[src/rtl/id_stage_fwd.sv]
// id_stage_fwd: RV64I decode stage with prioritised operand bypass, load-use
// interlock and a registered ID/EX slot behind valid/ready handshakes.
module id_stage_fwd #(
  parameter int XLEN     = 64,
  parameter int NUM_FWD  = 3,
  parameter int STALL_CW = 32
) (
  input  logic                    clk,
  input  logic                    reset,
  input  logic                    flush,
  input  logic                    in_valid,
  output logic                    in_ready,
  input  logic [31:0]             in_inst,
  input  logic [XLEN-1:0]         in_pc,
  output logic [4:0]              rf_raddr1,
  output logic [4:0]              rf_raddr2,
  input  logic [XLEN-1:0]         rf_rdata1,
  input  logic [XLEN-1:0]         rf_rdata2,
  input  logic [NUM_FWD-1:0]      fwd_en,
  input  logic [NUM_FWD*5-1:0]    fwd_addr,
  input  logic [NUM_FWD*XLEN-1:0] fwd_data,
  input  logic [NUM_FWD-1:0]      fwd_pending,
  output logic                    out_valid,
  input  logic                    out_ready,
  output logic [31:0]             out_inst,
  output logic [XLEN-1:0]         out_pc,
  output logic [XLEN-1:0]         out_rs1_val,
  output logic [XLEN-1:0]         out_rs2_val,
  output logic [XLEN-1:0]         out_imm,
  output logic [4:0]              out_rd,
  output logic                    out_wen,
  output logic [STALL_CW-1:0]     stall_cycles
);

  localparam logic [6:0] OP_LUI    = 7'b0110111;
  localparam logic [6:0] OP_AUIPC  = 7'b0010111;
  localparam logic [6:0] OP_JAL    = 7'b1101111;
  localparam logic [6:0] OP_BRANCH = 7'b1100011;
  localparam logic [6:0] OP_STORE  = 7'b0100011;
  localparam logic [6:0] OP_OP     = 7'b0110011;
  localparam logic [6:0] OP_OP32   = 7'b0111011;

  logic [4:0]      fwd_addr_a [NUM_FWD];
  logic [XLEN-1:0] fwd_data_a [NUM_FWD];

  genvar gi;
  generate
    for (gi = 0; gi < NUM_FWD; gi++) begin : g_unpack
      assign fwd_addr_a[gi] = fwd_addr[gi*5 +: 5];
      assign fwd_data_a[gi] = fwd_data[gi*XLEN +: XLEN];
    end
  endgenerate

  logic [6:0] opcode;
  logic [4:0] rs1;
  logic [4:0] rs2;

  assign opcode    = in_inst[6:0];
  assign rs1       = in_inst[19:15];
  assign rs2       = in_inst[24:20];
  assign rf_raddr1 = rs1;
  assign rf_raddr2 = rs2;

  logic [XLEN-1:0] rs1_val;
  logic [XLEN-1:0] rs2_val;
  logic            rs1_pend;
  logic            rs2_pend;

  // Scan from the oldest source up so the youngest match overrides.
  always_comb begin
    rs1_val  = rf_rdata1;
    rs2_val  = rf_rdata2;
    rs1_pend = 1'b0;
    rs2_pend = 1'b0;
    for (int i = NUM_FWD - 1; i >= 0; i--) begin
      if (fwd_en[i] && fwd_addr_a[i] == rs1) begin
        rs1_val  = fwd_data_a[i];
        rs1_pend = fwd_pending[i];
      end
      if (fwd_en[i] && fwd_addr_a[i] == rs2) begin
        rs2_val  = fwd_data_a[i];
        rs2_pend = fwd_pending[i];
      end
    end
    if (rs1 == 5'd0) begin
      rs1_val  = '0;
      rs1_pend = 1'b0;
    end
    if (rs2 == 5'd0) begin
      rs2_val  = '0;
      rs2_pend = 1'b0;
    end
  end

  logic is_r;
  logic is_s;
  logic is_b;
  logic is_u;
  logic is_j;

  assign is_r = (opcode == OP_OP) || (opcode == OP_OP32);
  assign is_s = (opcode == OP_STORE);
  assign is_b = (opcode == OP_BRANCH);
  assign is_u = (opcode == OP_LUI) || (opcode == OP_AUIPC);
  assign is_j = (opcode == OP_JAL);

  // Anything not R/S/B/U/J decodes as I-format.
  logic [31:0] imm32;
  always_comb begin
    imm32 = {{20{in_inst[31]}}, in_inst[31:20]};
    if (is_r) begin
      imm32 = '0;
    end else if (is_s) begin
      imm32 = {{20{in_inst[31]}}, in_inst[31:25], in_inst[11:7]};
    end else if (is_b) begin
      imm32 = {{19{in_inst[31]}}, in_inst[31], in_inst[7], in_inst[30:25],
               in_inst[11:8], 1'b0};
    end else if (is_u) begin
      imm32 = {in_inst[31:12], 12'b0};
    end else if (is_j) begin
      imm32 = {{11{in_inst[31]}}, in_inst[31], in_inst[19:12], in_inst[20],
               in_inst[30:21], 1'b0};
    end
  end

  logic rs1_used;
  logic rs2_used;
  logic hazard;
  logic accept;

  assign rs1_used = !(is_u || is_j);
  assign rs2_used = is_r || is_s || is_b;
  assign hazard   = in_valid && ((rs1_used && rs1_pend) || (rs2_used && rs2_pend));

  logic                valid_q, valid_d;
  logic [31:0]         inst_q, inst_d;
  logic [XLEN-1:0]     pc_q, pc_d;
  logic [XLEN-1:0]     rs1_val_q, rs1_val_d;
  logic [XLEN-1:0]     rs2_val_q, rs2_val_d;
  logic [XLEN-1:0]     imm_q, imm_d;
  logic [4:0]          rd_q, rd_d;
  logic                wen_q, wen_d;
  logic [STALL_CW-1:0] stall_q, stall_d;

  assign in_ready = !hazard && !flush && (!valid_q || out_ready);
  assign accept   = in_valid && in_ready;

  always_comb begin
    valid_d   = valid_q;
    inst_d    = inst_q;
    pc_d      = pc_q;
    rs1_val_d = rs1_val_q;
    rs2_val_d = rs2_val_q;
    imm_d     = imm_q;
    rd_d      = rd_q;
    wen_d     = wen_q;
    stall_d   = stall_q;
    if (hazard && !flush && stall_q != '1) begin
      stall_d = stall_q + STALL_CW'(1);
    end
    if (flush) begin
      valid_d = 1'b0;
    end else if (accept) begin
      valid_d   = 1'b1;
      inst_d    = in_inst;
      pc_d      = in_pc;
      rs1_val_d = rs1_val;
      rs2_val_d = rs2_val;
      imm_d     = {{(XLEN-32){imm32[31]}}, imm32};
      rd_d      = in_inst[11:7];
      wen_d     = !(is_s || is_b) && (in_inst[11:7] != 5'd0);
    end else if (out_ready && valid_q) begin
      valid_d = 1'b0;
    end
  end

  always_ff @(posedge clk) begin
    if (reset) begin
      valid_q   <= 1'b0;
      inst_q    <= '0;
      pc_q      <= '0;
      rs1_val_q <= '0;
      rs2_val_q <= '0;
      imm_q     <= '0;
      rd_q      <= '0;
      wen_q     <= 1'b0;
      stall_q   <= '0;
    end else begin
      valid_q   <= valid_d;
      inst_q    <= inst_d;
      pc_q      <= pc_d;
      rs1_val_q <= rs1_val_d;
      rs2_val_q <= rs2_val_d;
      imm_q     <= imm_d;
      rd_q      <= rd_d;
      wen_q     <= wen_d;
      stall_q   <= stall_d;
    end
  end

  assign out_valid    = valid_q;
  assign out_inst     = inst_q;
  assign out_pc       = pc_q;
  assign out_rs1_val  = rs1_val_q;
  assign out_rs2_val  = rs2_val_q;
  assign out_imm      = imm_q;
  assign out_rd       = rd_q;
  assign out_wen      = wen_q;
  assign stall_cycles = stall_q;

endmodule

[config.mk]
export PLATFORM = sky130hd
export DESIGN_NAME = id_stage_fwd
export DESIGN_NICKNAME = d
export VERILOG_FILES = /design/src/rtl/id_stage_fwd.sv
export SDC_FILE = /design/constraint.sdc
export NUM_CORES = 1
export LEC_CHECK = 0
export ABC_AREA = 0
export CAP_MARGIN = 40
export CELL_PAD_IN_SITES_DETAIL_PLACEMENT = 1
export CELL_PAD_IN_SITES_GLOBAL_PLACEMENT = 1
export CORE_AREA = 2 2 299 301
export CTS_BUF_LIST = sky130_fd_sc_hd__clkbuf_4
export CTS_CLUSTER_SIZE = 16
export DETAILED_ROUTE_END_ITERATION = 6
export DIE_AREA = 0 0 301 303
export GPL_ROUTABILITY_DRIVEN = 0
export GPL_TIMING_DRIVEN = 1
export PLACE_DENSITY = 0.5
export SYNTH_ARGS = -nofsm -noshare
export SYNTH_HDL_FRONTEND = slang
export SYNTH_SLANG_ARGS = --single-unit
export TNS_END_PERCENT = 1
[constraint.sdc]
create_clock -name clk -period 2.5 [get_ports clk]
set_input_delay 0.25 -clock clk [delete_from_list [all_inputs] [get_ports clk]]
set_output_delay 0.25 -clock clk [all_outputs]
set_load 0.005 [all_outputs]
==> results.txt, run 1 <==
- For this block, the routed nets add up to 94800 um of wire.
- Of the total power, the clock network draws 0.389.
* Dominant cell type by area after synthesis: dfxtp_1
- Detailed-route via count: 18200
- Min-Delay Endpoint: out_imm[10]
- The first global-routing pass estimated 132000 um of wire.
- Fin Clk Skew: 0.0614 ns
* Top Ports: 780
* Setup slack of the most critical reg-to-reg path: 0.17 ns
- Combinational share of power: 0.232
* Avg Cell Area, Syn: 8.28 sq um
- Most used DFF post-synth: dfxtp_1
- Ratio of total power to cell area: 475 nW/um^2
- Half-perimeter wire length after detailed placement: 71800 um
- Congestion Overflow GR: 0
- For this configuration, the core starts out at a cell density of 0.169.
- Worst-Skew Late Latency: 0.86 ns
* Seq pwr share: 0.379
- Counting every instance in the synthesized netlist gives 1799.
* Most common library cells after synthesis: a21oi_1 (393), dfxtp_1 (290), nand2_1 (209)
* Slew margin rel.: 0.534
* Area of placed instances: 24900 sq um
* Core area: 88000 sq um
- For this run, the total global-route usage over all layers was measured as 0.196.
* Static Leakage: 0.00980 uW
- After clock tree synthesis, the clock-pin slew on the worst setup and hold paths is 0.07 ns.
- TritonCTS built the clock tree.
* Share of post-route cells with drive strength above 1: 0.142
- WL met2: 46700 um
- In the post-synthesis netlist, the cell with the most instances is a21oi_1.
* Floorplan row count: 109
- The final layout contains 3227 nets.
* Relative area change from synthesis to final layout: 86.2%
- Min Tclk post-route: 2.44 ns
- Setup-failing EPs final: 0
* Sum of met3 wire segment lengths after detailed routing: 5860 um
- The die covers 91200 sq um.
* Maximum achievable frequency: 409 MHz
- Post-synth EDFFs: 0
- The worst setup path is launched from a primary input.
- The pre-antenna-repair detailed-routing pass consisted of 5 iterations.
* Worst hold path depth: 3
- IR Drop Worst-Case VDD: 0.251 mV
- The detail route stage leaves a number of antenna-violating nets equal to 0.
- Maximum fanout along the worst path: 2
- Number of remaining DRC errors: 0
- Fill cell total of the finished layout: 10300
- The worst hold path begins at in_inst[30].
- Portion of synthesized cell area occupied by the leading cell type: 0.390
- Of the total power, the share spent switching nets is 0.308.
- The endpoint identified for the worst register-to-register timing path is out_pc[23].
- The floorplan step set the die width to 301 um.
- Root Driver: clkbuf_4
* Worst reg-to-reg path cell count: 10
- Footprint of the multi-input gates: 8120 sq um
- WL met1: 39200 um
- Timing analysis after detailed placement gives a worst setup slack of -0.792 ns.
* Top routing layer used: met5
* Async set-reset flop share out of synthesis: 0
- Measured slew at the worst slew-check pin: 0.699 ns
* Maximum number of pins on one net before global-route repair: 121
* Cell types occupying the most area after synthesis: dfxtp_1 (39%), a21oi_1 (13%), mux2i_1 (8.8%)
- Counting flops and latches in the post-synthesis netlist gives 290.
- The flow ran to the end, and the final reports show no timing, DRC or antenna violations.
* Area used by sequential logic in the layout: 5810 sq um
* Required time of the critical path: 2.25 ns
- After detailed routing, the number of vias per cell comes to 4.49.
- The startpoint identified for the worst register-to-register timing path is out_valid.
- Synthesis produced a netlist with a net count of 2242.
* Netlist area before placement: 14900 sq um
- Yosys printed 0 warnings.
* Net switching power: 4050 uW
- The number of antenna violations at the first check in global routing was 21.
- The worst setup path is captured at an output port.
* Summed area of non-filler cells in the final layout: 27700 sq um
* CTS Buffer Depth: 3
* Number of global-route vias before repair: 19200
* Internal portion of total power: 9120 uW
- Period Utilization, post-route: 0.977
- Measured along the y axis, the die boundary spans 303 um.
- The number of clock buffers added by TritonCTS is 97.
- Number of clock sinks: 290
* Critical path data arrival time: 2.19 ns
- In the final routed layout, each cell accounts on average for 23.4 um.
- Kind of critical path: primary input to output port
- Number of levels the H-tree was split into: 3
- Once routing completed, OpenROAD measured the worst setup slack at 0.0569 ns.
- Sequential-to-total area share from yosys stat: 0.390
- Maxcap violations: 0
- The max-slew violation count was 0.
- The worst hold path belongs to the class primary input to flip-flop.
- In this run, distinct cell masters in the synthesized netlist total 51.
- Number of buffers added on ports: 779
- The first routing iteration left 784 violations.
- Endpoints failing hold: 0
==> power groups by stage <==
stage	clock, uW	sequential (uW)	combinational [uW]
floorplan	0	5090	900
global placement	0	5090	2830
detailed placement	0	5090	2860
CTS	5430	4990	3070
global route	5690	5020	3260
finish	5130	4990	3050
==> final cells by class <==
class / instances / share of cell area
timing repair buffer: 1105 / 0.399
multi-input combinational: 1284 / 0.293
sequential: 290 / 0.209
tap: 1165 / 0.0525
clock buffer: 135 / 0.0365
clock inverter: 41 / 0.00758
antenna: 18 / 0.00162
inverter: 6 / 0.000812
==> sequential cells by signal (all words and copies together), names as in the netlist <==
name          cells
out_rs2_val      64
out_wen           1
out_valid         1
out_pc           64
out_inst         32
out_rs1_val      64
stall_cycles     32
out_imm          32
==> cells in the final DEF, fill, tap and decap left out, types with 9 or more instances in the layout <==
cell type	instances
dfxtp_1	290
xor2_1	14
dlygate4sd3_1	142
buf_12	36
clkinv_1	30
dlygate4sd2_1	13
o31ai_1	14
o21ai_0	180
nand3_1	39
mux2i_1	130
and3_1	13
diode_2	18
or3_1	22
nand2_1	209
nor2_1	17
nor3_1	9
nand4_1	23
buf_4	146
o2bb2ai_2	40
xnor2_1	14
clkbuf_4	135
a21oi_1	392
clkdlybuf4s50_1	760
o2bb2ai_1	88
==> worst max-delay path: stages <==
cell	delay, ns
clkdlybuf4s50_1	0.57
xor2_1	0.18
nor2_1	0.08
buf_4	0.14
a311oi_2	0.25
nand2_1	0.11
o22a_4	0.27
and2_1	0.17
buf_4	0.15
==> how the worst max path moves through the flow <==
stage,start,end,slack (ns),cells past startpoint
4_1_cts,in_inst[16],in_ready,0.00005,10
3_3_place_gp,in_inst[4],out_inst[24],-0.74,13
6_report,fwd_addr[3],in_ready,0.06,9
5_1_grt,fwd_addr[4],in_ready,-0.02,9
2_1_floorplan,in_inst[15],out_rs1_val[10],0.21,11
3_5_place_dp,in_inst[4],out_inst[24],-0.79,13
==> layer usage <==
layer / global-route usage / up-vias
li1: - / 8561
met1: 0.234 / 8881
met3: 0.0559 / 167
met5: 0 / -
met2: 0.332 / 558
met4: 0.0737 / 8
==> timing repair <==
action / 4_1_cts / 5_1_grt
buffers inserted: 2 / 5
resized for setup: 29 / 18
pin swaps: 2 / 9
endpoints found under the setup margin: 1 / 3
hold endpoints to repair: 245 / 3
gates cloned: 0 / 0
hold buffers: 139 / 3
==> cell families (layout without fill, tap and decap cells) <==
| family | after synthesis | after routing | synth area share |
|---|---|---|---|
| other cells | 0 | 18 | 0 |
| xor+xnor | 30 | 30 | 0.0176 |
| compound gates | 738 | 738 | 0.306 |
| buf+inv | 225 | 1287 | 0.0769 |
| fa+ha+maj | 1 | 1 | 0.000840 |
| flops | 290 | 290 | 0.390 |
| mux | 132 | 132 | 0.0888 |
| simple gates | 383 | 383 | 0.120 |
==> metrics by stage <==
step / hold WS [ns] / setup TNS (ns) / power (uW) / std cells / util
2_1_floorplan: 0.329 / 0 / 5990 / 1799 / -
3_3_place_gp: 0.442 / -165.06 / 7920 / 3700 / 0.283
3_5_place_dp: 0.446 / -183.73 / 7950 / 3701 / 0.283
4_1_cts: 0.00131 / 0 / 13500 / 4018 / 0.313
5_1_grt: 0.0503 / -0.0227 / 14000 / 4042 / 0.315
6_report: 0.123 / 0 / 13200 / 4044 / 0.315
No activity file was read; power rests on OpenSTA's default activity.
==> inputs of run 2 (changes only) <==
--- a/config.mk
+++ b/config.mk
@@ -9,14 +9,15 @@
 export CAP_MARGIN = 40
 export CELL_PAD_IN_SITES_DETAIL_PLACEMENT = 1
 export CELL_PAD_IN_SITES_GLOBAL_PLACEMENT = 1
-export CORE_AREA = 2 2 299 301
+export CORE_AREA = 10 10 299 301
 export CTS_BUF_LIST = sky130_fd_sc_hd__clkbuf_4
+export CTS_CLUSTER_DIAMETER = 40
 export CTS_CLUSTER_SIZE = 16
 export DETAILED_ROUTE_END_ITERATION = 6
-export DIE_AREA = 0 0 301 303
+export DIE_AREA = 0 0 309 311
 export GPL_ROUTABILITY_DRIVEN = 0
 export GPL_TIMING_DRIVEN = 1
-export PLACE_DENSITY = 0.5
+export PLACE_DENSITY = 0.52
 export SYNTH_ARGS = -nofsm -noshare
 export SYNTH_HDL_FRONTEND = slang
 export SYNTH_SLANG_ARGS = --single-unit
==> results.txt, run 2 (synthesized netlist as in run 1, its figures left out) <==
- In the routed layout, each cell is associated on average with a via count of 4.69.
- The initial utilization of the core area, before any placement, comes to 0.179.
- Along the worst hold path, the cell count comes to 5.
- The clock period could shrink to 2.48 ns.
- Period Utilization, post-route: 0.993
- The H-tree generated during clock tree synthesis spans 3 levels.
- In this run the standard cell core region covers 83300 sq um.
- Accumulated negative setup slack: 0 ns
- After detailed routing, the number of remaining DRC violations is 0.
- Final Routed Wirelength: 103000 um
- IR analysis of the VDD net gives a maximum drop of 0.296 mV.
- Summing all flip-flop and latch instances after layout gives 5810 sq um.
- The via count of the first global-routing pass was 19300.
* Register clock-pin slew on the reported worst setup and hold paths: 0.09 ns
* Endpoints failing hold: 0
* CTS Buffer Depth: 3
- Half-perimeter wire length after detailed placement: 80700 um
- Kind of launch point of the worst setup path: primary input
* Ratio of total power to cell area: 525 nW/um^2
* Measured slew at the worst slew-check pin: 0.658 ns
- Crit path capture type: output port
- Setup violations remaining at the end of the flow were counted as 0.
* Initial antenna violation count: 39
- The tree is rooted in a clkbuf_4.
* Footprint of the multi-input gates: 8040 sq um
- Relative area change from synthesis to final layout: 82.7%
- Net count of the finished layout: 3139
- During placement, the flow inserted port buffers numbering 779.
- Clock skew on the completed layout was measured at 0.0506 ns.
- Congestion Overflow GR: 0
- Share of post-route cells with drive strength above 1: 0.133
- Final routed wire length divided by cell count: 26.7 um
* Detailed-route via count: 18100
- Static Leakage: 0.00957 uW
- Worst reg-to-reg path cell count: 8
* RR Endpoint: stall_cycles[25]
* Worst-Skew Late Latency: 0.84 ns
- RSZ-0062 raised after global routing: yes
* Min-Delay Endpoint: out_inst[22]
- Number of buffers inserted during clock tree synthesis: 79
- Data on the critical path is required at its endpoint by 2.25 ns.
- Die outline area: 96100 sq um
- Setup slack of the most critical reg-to-reg path: 0.22 ns
- Die outline width: 309 um
- Static timing analysis puts the maximum clock frequency at 403 MHz.
- TritonCTS clock tree: built
- Number of routed nets with antenna violations: 0
- Across all hold checks on the routed design, the worst slack comes to 0.0820 ns.
- The floorplan has 106 rows.
- During I/O placement, the number of pins put on the boundary was 780.
- Counting the fill cells in the layout gives 9605.
* Total GRT Usage: 0.204
- Maxcap violations: 0
* Count of routing violations after the opening detailed-route iteration: 824
- First-pass GRT wire length: 144000 um
- Maximum fanout along the worst path: 5
- The tightest min-delay check is of the primary input to flip-flop type.
- The startpoint identified for the worst register-to-register timing path is stall_cycles[13].
- Measured along the y axis, the die boundary spans 311 um.
- Outcome: complete, no violations
* Most common cell after layout, fill and taps aside: clkdlybuf4s50_1
- Most used cells in the layout excluding fill and tap cells: clkdlybuf4s50_1 (765), a21oi_1 (392), dfxtp_1 (289)
* Critical path data arrival time: 2.23 ns
- The first detailed-routing pass ran for 7 iterations.
* Hold Crit Start: in_inst[22]
- Max Slew Vio Count: 0
* Number of clock sinks: 290
- Measured against its own limit, the worst slew margin works out to 0.561.
* Total power consumption of the routed design: 14300 uW
* Maximum number of pins on one net before global-route repair: 116
- Kind of critical path: primary input to output port
[run 2: cell type report]
| class | count | share of cell area |
|---|---|---|
| antenna | 24 | 0.00221 |
| sequential | 290 | 0.214 |
| multi-input combinational | 1284 | 0.296 |
| clock buffer | 91 | 0.0251 |
| clock inverter | 49 | 0.0274 |
| timing repair buffer | 1035 | 0.386 |
| tap | 1080 | 0.0497 |
| inverter | 6 | 0.000828 |
[run 2: worst max-delay path: stages]
cell and delay, ns:
clkdlybuf4s50_1 0.45, buf_12 0.16, xor2_1 0.17, nor2_1 0.29, and3_2 0.26, a311oi_2 0.05, o22a_2 0.28, and2_1 0.16
buf_4 0.15
[run 2: how the worst max path moves through the flow]
stage	start	end	slack, ns	cells past startpoint
floorplan	in_inst[15]	out_rs1_val[10]	0.21	11
global placement	in_inst[18]	in_ready	-0.59	9
detailed placement	in_inst[18]	out_rs2_val[63]	-0.69	11
CTS	in_inst[19]	in_ready	-0.06	9
global route	in_inst[23]	in_ready	-0.04	9
finish	in_inst[23]	in_ready	0.02	9
[run 2: timing repair]
item	in CTS	in global routing
resized for setup	11	16
pin swaps	3	6
hold endpoints to repair	103	1
cloned	0	0
buffers inserted	1	2
setup endpoints to repair	34	31
hold buffers	92	1
[run 2: metal layers]
| layer | vias up | part of all wire | GRT usage |
|---|---|---|---|
| met5 | - | 0.0013 | 0 |
| met4 | 24 | 0.027 | 0.0726 |
| met3 | 163 | 0.085 | 0.0739 |
| met2 | 621 | 0.49 | 0.347 |
| met1 | 8927 | 0.40 | 0.230 |
| li1 | 8372 | - | - |
[run 2: power breakdown]
group          internal (uW)  switching, uW  total, uW  leakage, uW
Clock                   3780           2550       6330     0.000769
Sequential              4850            144       4990      0.00237
Combinational           1670           1300       2970      0.00643
[run 2: metrics by stage]
stage          instances   util  area (sq um)  setup slack (ns)
3_3_place_gp        3599  0.297         24700            -0.591
6_report            3859  0.327         27200            0.0183
5_1_grt             3853  0.327         27200           -0.0353
3_5_place_dp        3599  0.297         24700            -0.691
4_1_cts             3832  0.325         27100           -0.0625
2_1_floorplan       1799      -         14900             0.208
